`src/rtl/mole_spawner.sv`:
```
// Whack-a-mole spawner: picks a hole with an LFSR, holds the mole up for a
// level-dependent window, and reports hit / miss / wrong-hole events.
module mole_spawner #(
  parameter int unsigned TICK_DIV   = 100000,
  parameter int unsigned EASY_TICKS = 1500,
  parameter int unsigned MED_TICKS  = 1000,
  parameter int unsigned HARD_TICKS = 600,
  parameter int unsigned GAP_TICKS  = 400,
  parameter logic [7:0]  LFSR_SEED  = 8'hA5
) (
  input  logic       CLK100MHZ,
  input  logic       reset,
  input  logic       enable,
  input  logic [1:0] levl,
  input  logic       hit_valid,
  input  logic [2:0] hit_pos,
  output logic [2:0] mole_pos,
  output logic       mole_up,
  output logic       hit,
  output logic       miss,
  output logic       wrong,
  output logic [7:0] mole_count
);

  localparam int unsigned DIV_W = (TICK_DIV > 1) ? $clog2(TICK_DIV) : 1;
  localparam int unsigned TK_W  = 16;

  typedef enum logic [1:0] {IDLE, GAP, SPAWN, UP} state_t;

  state_t            state;
  logic [DIV_W-1:0]  div_cnt;
  logic [TK_W-1:0]   tick_num;
  logic [TK_W-1:0]   window;
  logic [7:0]        lfsr;
  logic              tick;
  logic              gap_done;
  logic              up_done;
  logic              hit_match;
  logic              lfsr_fb;
  logic [2:0]        cand;
  logic [2:0]        spawn_pos;
  logic [TK_W-1:0]   level_ticks;

  assign tick      = (div_cnt == DIV_W'(TICK_DIV - 1));
  assign gap_done  = tick && (tick_num == TK_W'(GAP_TICKS - 1));
  assign up_done   = tick && (tick_num == window - TK_W'(1));
  assign hit_match = hit_valid && (hit_pos == mole_pos);
  assign lfsr_fb   = lfsr[7] ^ lfsr[5] ^ lfsr[4] ^ lfsr[3];
  assign cand      = lfsr[2:0];
  // Never repeat the previous hole back to back.
  assign spawn_pos = (cand == mole_pos) ? cand + 3'd1 : cand;

  always_comb begin
    level_ticks = TK_W'(HARD_TICKS);
    case (levl)
      2'b00:   level_ticks = TK_W'(EASY_TICKS);
      2'b01:   level_ticks = TK_W'(MED_TICKS);
      default: level_ticks = TK_W'(HARD_TICKS);
    endcase
  end

  // Tick counters restart on every state change so each phase lasts exactly N ticks.
  always_ff @(posedge CLK100MHZ) begin
    if (reset) begin
      state      <= IDLE;
      mole_up    <= 1'b0;
      mole_pos   <= 3'd0;
      hit        <= 1'b0;
      miss       <= 1'b0;
      wrong      <= 1'b0;
      mole_count <= 8'd0;
      lfsr       <= LFSR_SEED;
      div_cnt    <= '0;
      tick_num   <= '0;
      window     <= '0;
    end else begin
      lfsr     <= {lfsr[6:0], lfsr_fb};
      hit      <= 1'b0;
      miss     <= 1'b0;
      wrong    <= 1'b0;
      div_cnt  <= tick ? '0 : div_cnt + DIV_W'(1);
      tick_num <= tick ? tick_num + TK_W'(1) : tick_num;
      if (!enable) begin
        state    <= IDLE;
        mole_up  <= 1'b0;
        div_cnt  <= '0;
        tick_num <= '0;
      end else begin
        case (state)
          IDLE: begin
            state    <= GAP;
            div_cnt  <= '0;
            tick_num <= '0;
          end
          GAP: begin
            if (gap_done) begin
              state    <= SPAWN;
              div_cnt  <= '0;
              tick_num <= '0;
            end
          end
          SPAWN: begin
            mole_pos <= spawn_pos;
            window   <= level_ticks;
            if (mole_count != 8'hFF) mole_count <= mole_count + 8'd1;
            mole_up  <= 1'b1;
            state    <= UP;
            div_cnt  <= '0;
            tick_num <= '0;
          end
          UP: begin
            // A correct strike on the expiry cycle counts as a hit.
            if (hit_match) begin
              hit      <= 1'b1;
              mole_up  <= 1'b0;
              state    <= GAP;
              div_cnt  <= '0;
              tick_num <= '0;
            end else begin
              if (hit_valid) wrong <= 1'b1;
              if (up_done) begin
                miss     <= 1'b1;
                mole_up  <= 1'b0;
                state    <= GAP;
                div_cnt  <= '0;
                tick_num <= '0;
              end
            end
          end
        endcase
      end
    end
  end

endmodule

```
`config.mk`:
```
export PLATFORM = sky130hd
export DESIGN_NAME = mole_spawner
export DESIGN_NICKNAME = d
export VERILOG_FILES = /design/src/rtl/mole_spawner.sv
export SDC_FILE = /design/constraint.sdc
export NUM_CORES = 1
export LEC_CHECK = 0
export ABC_AREA = 1
export ABC_CLOCK_PERIOD_IN_PS = 2400
export BUFFER_PORTS_ARGS = -buffer_cell sky130_fd_sc_hd__clkbuf_2
export CELL_PAD_IN_SITES_DETAIL_PLACEMENT = 0
export CELL_PAD_IN_SITES_GLOBAL_PLACEMENT = 1
export CORE_MARGIN = 2
export CORE_UTILIZATION = 45
export CTS_BUF_LIST = sky130_fd_sc_hd__clkbuf_8
export DETAILED_ROUTE_END_ITERATION = 8
export MAX_ROUTING_LAYER = met4
export PLACE_DENSITY = 0.9
export SYNTH_ARGS = -nofsm -noshare
export SYNTH_HDL_FRONTEND = slang
export SYNTH_SLANG_ARGS = --single-unit
```
`constraint.sdc`:
```
create_clock -name CLK100MHZ -period 2.4 [get_ports CLK100MHZ]
set_input_delay 0.24 -clock CLK100MHZ [delete_from_list [all_inputs] [get_ports CLK100MHZ]]
set_output_delay 0.24 -clock CLK100MHZ [all_outputs]
set_load 0.05 [all_outputs]
```
==> flow_metrics.env <==
export IMPL_grt_usage_pct=18.2
export IMPL_crit_cells=14
export IMPL_first_pass_iters=4
export IMPL_area_delta_synth_final_pct=12.3
export IMPL_ys_ff_latch=64
export IMPL_placed_area_um2=3630
export IMPL_r2r_start="window[2]"
export IMPL_post_route_period_util_pct=87.0
export IMPL_vias=2874
export IMPL_overflow=0
export IMPL_cellLeakagePower_nw=1.62
export IMPL_path_delay_family="simple AND/OR/NAND/NOR gates"
export IMPL_final_antenna_net_count=0
export IMPL_place_congestion=0.898
export IMPL_cp_arrival_ns=2.30
export IMPL_rsz0062_at_grt="no"
export IMPL_ctsHoldBuffers=0
export IMPL_route_top_layer_used="met4"
export IMPL_routed_wl_met2_um=3280
export IMPL_die_area_um2=8280
export IMPL_fin_cells=608
export IMPL_syn_area_per_cell_um2=7.20
export IMPL_clk_latency_ns=0.33
export IMPL_grt_max_degree=18
export IMPL_drive_above_1_share_pct=14.9
export IMPL_rows=31
export IMPL_diodes=0
export IMPL_yosys_area_top_type="dfxtp_1"
export IMPL_cts_buffer_depth=2
export IMPL_grt_pass1_wl_um=11900
export IMPL_cellPowerDensity_nw_per_um2=569
export IMPL_timing_slew_headroom_pct=73.3
export IMPL_r2r_cells=14
export IMPL_status="finished, final reports clean"
export IMPL_yosys_warnings=0
export IMPL_crit_path_frequent_cell="nor2_1"
export IMPL_path_clk_slew_ns=0.07
export IMPL_start_util_pct=46.7
export IMPL_cts_tree="built"
export IMPL_start_kind="flip-flop"
export IMPL_cp_required_ns=2.61
export IMPL_wirelength_um=6830
export IMPL_rrSetupSlack_ns=0.31
export IMPL_wl_per_cell_um=11.2
export IMPL_root_buffer="clkbuf_8"
export IMPL_ir_drop_v=0.000400
export IMPL_critPathBufInv=1
export IMPL_most_common_layout_cells="nand2_1, nor2_1, inv_1"
export IMPL_holdCritStartpoint="hit_valid"
export IMPL_tns_ns=0
export IMPL_holdPathEnd="wrong"
export IMPL_yosysUniqueCellTypes=37
export IMPL_m1WireLength_um=3310
export IMPL_end_kind="flip-flop"
export IMPL_dp_cells=592
export IMPL_holdPathStages=3
export IMPL_slew_viol_final=0
export IMPL_whs_ns=0.132
export IMPL_grt_pass1_vias=2778
export IMPL_portBuffers=23
export IMPL_drc=0
export IMPL_io_pin_count=24
export IMPL_crit_type="reg -> reg"
export IMPL_worstPathCellList="inv_2 > ha_1 > nand2_1 > nand3_1 > nor2_1 > nand2_1 > nor2_1 > nand2_1 > nor2_1 > nand2_2 > nand2_4 > nand2_4 > nand3_4 > nor2_1"
export IMPL_ys_top_cells_by_area="dfxtp_1, nand2_1, nor2_1"
export IMPL_synth_top_area_share_pct=37.6
export IMPL_ctsResizeCount=0
export IMPL_cap_violations=0
export IMPL_tightest_slew_ns=0.396
export IMPL_crit_fanout=15
export IMPL_dr_wl_met3_um=190
export IMPL_setup_violations=0
export IMPL_layout_commonest_cell="nand2_1"
export IMPL_fin_skew_ns=0.00964
export IMPL_cts_sinks=64
export IMPL_n_fill_cell=744
export IMPL_post_cts_buffers=0
export IMPL_mappedNetlistNets=491
export IMPL_hp_class="in -> reg"
export IMPL_cts_buffers=9
export IMPL_hold_viol_final=0
export IMPL_design_area_um2=3820
export IMPL_dieWidth_um=91.0
export IMPL_synth_cells=473
export IMPL_dr_first_iter_drc_count=123
export IMPL_max_stage_delay_ns=0.47
export IMPL_netlist_area_um2=3410
export IMPL_coreArea_um2=7290
export IMPL_max_clock_freq_mhz=479
export IMPL_antenna_found_initial=0
export IMPL_r2r_end="tick_num[6]"
export IMPL_viasPerCell=4.73
export IMPL_h_tree_depth=3
export IMPL_hpwl_um=5300
export IMPL_yosysSeqAreaShare_pct=37.6
export IMPL_fin_nets=522
export IMPL_finalCriticalPeriod_ns=2.09
export IMPL_die_h_um=91.0
export IMPL_critPathSlowestCell="dfxtp_1"
==> per-stage QoR <==
step,utilization [%],power [mW],setup WS [ns]
global route,52.4,2.29,0.0769
CTS,52.4,2.21,0.297
finish,52.4,2.17,0.311
floorplan,-,1.25,0.482
global placement,49.7,1.29,0.386
detailed placement,49.7,1.29,0.323
==> kinds of logic (layout without fill, tap and decap cells) <==
group                      Yosys count  count (layout)  share of synthesized area [%]
DFF                                 64              64                           37.6
buffers and inverters               75             111                           8.71
AOI/OAI and AO/OA                   41              41                           6.83
and+or+nand+nor                    248             248                           34.3
xor gates and xnor gates            36              36                           9.26
adders and majority gates            9               9                           3.31
==> synthesized netlist by cell type, drive strengths merged <==
cell type  count
a211oi         1
a21oi         14
a31o           1
a31oi          1
and3           1
buf            2
clkbuf         3
clkinv         1
dfxtp         64
ha             9
inv           69
nand2        100
nand3         29
nand3b         1
nand4         10
nor2          88
nor3          13
nor3b          1
nor4           3
o211ai         4
o21a           1
o21ai         18
o31ai          1
or2            2
xnor2          7
xor2          29
==> state kept, by name, summed over array words and instances (netlist names) <==
name	cells
div_cnt	17
tick_num	16
lfsr	8
mole_count	8
window	6
mole_pos	3
state	2
hit	1
miss	1
mole_up	1
wrong	1
==> metal layers <==
metal  up-vias  global-route usage, %
met2        31                   29.9
met1      1279                   22.2
met5         -                      -
li1       1560                      -
met3         4                   4.98
met4         0                   4.55
==> worst max path at each step <==
stage | startpoint | slack (ns) | end
after floorplan | mole_count[0] | 0.48 | mole_count[7]
after global placement | window[6] | 0.39 | tick_num[9]
after detailed placement | window[2] | 0.32 | tick_num[7]
after CTS | window[2] | 0.30 | tick_num[6]
after global routing | window[6] | 0.08 | tick_num[8]
final | window[2] | 0.31 | tick_num[6]
==> report_power, final <==
part / switching, mW / internal, mW
clock: 0.404 / 0.502
combinational: 0.107 / 0.0597
sequential: 0.0196 / 1.08
==> worst reg2reg max path, cell delays in order, from the launching register on <==
cell and delay, ns:
dfxtp_1 0.47, inv_2 0.10, ha_1 0.31, nand2_1 0.07, nand3_1 0.07, nor2_1 0.08, nand2_1 0.06, nor2_1 0.09
nand2_1 0.05, nor2_1 0.13, nand2_2 0.11, nand2_4 0.10, nand2_4 0.06, nand3_4 0.19, nor2_1 0.07
==> layout make-up <==
| class | instances | area [um2] | share of cell area, % |
|---|---|---|---|
| Clock buffer | 10 | 138 | 3.60 |
| Tap cell | 99 | 124 | 3.24 |
| Sequential cell | 64 | 1280 | 33.5 |
| Timing Repair Buffer | 25 | 130 | 3.40 |
| Multi-Input combinational cell | 334 | 1830 | 47.8 |
| Clock inverter | 6 | 60.1 | 1.57 |
| Inverter | 70 | 263 | 6.87 |
(Power assumes the default switching activity.)
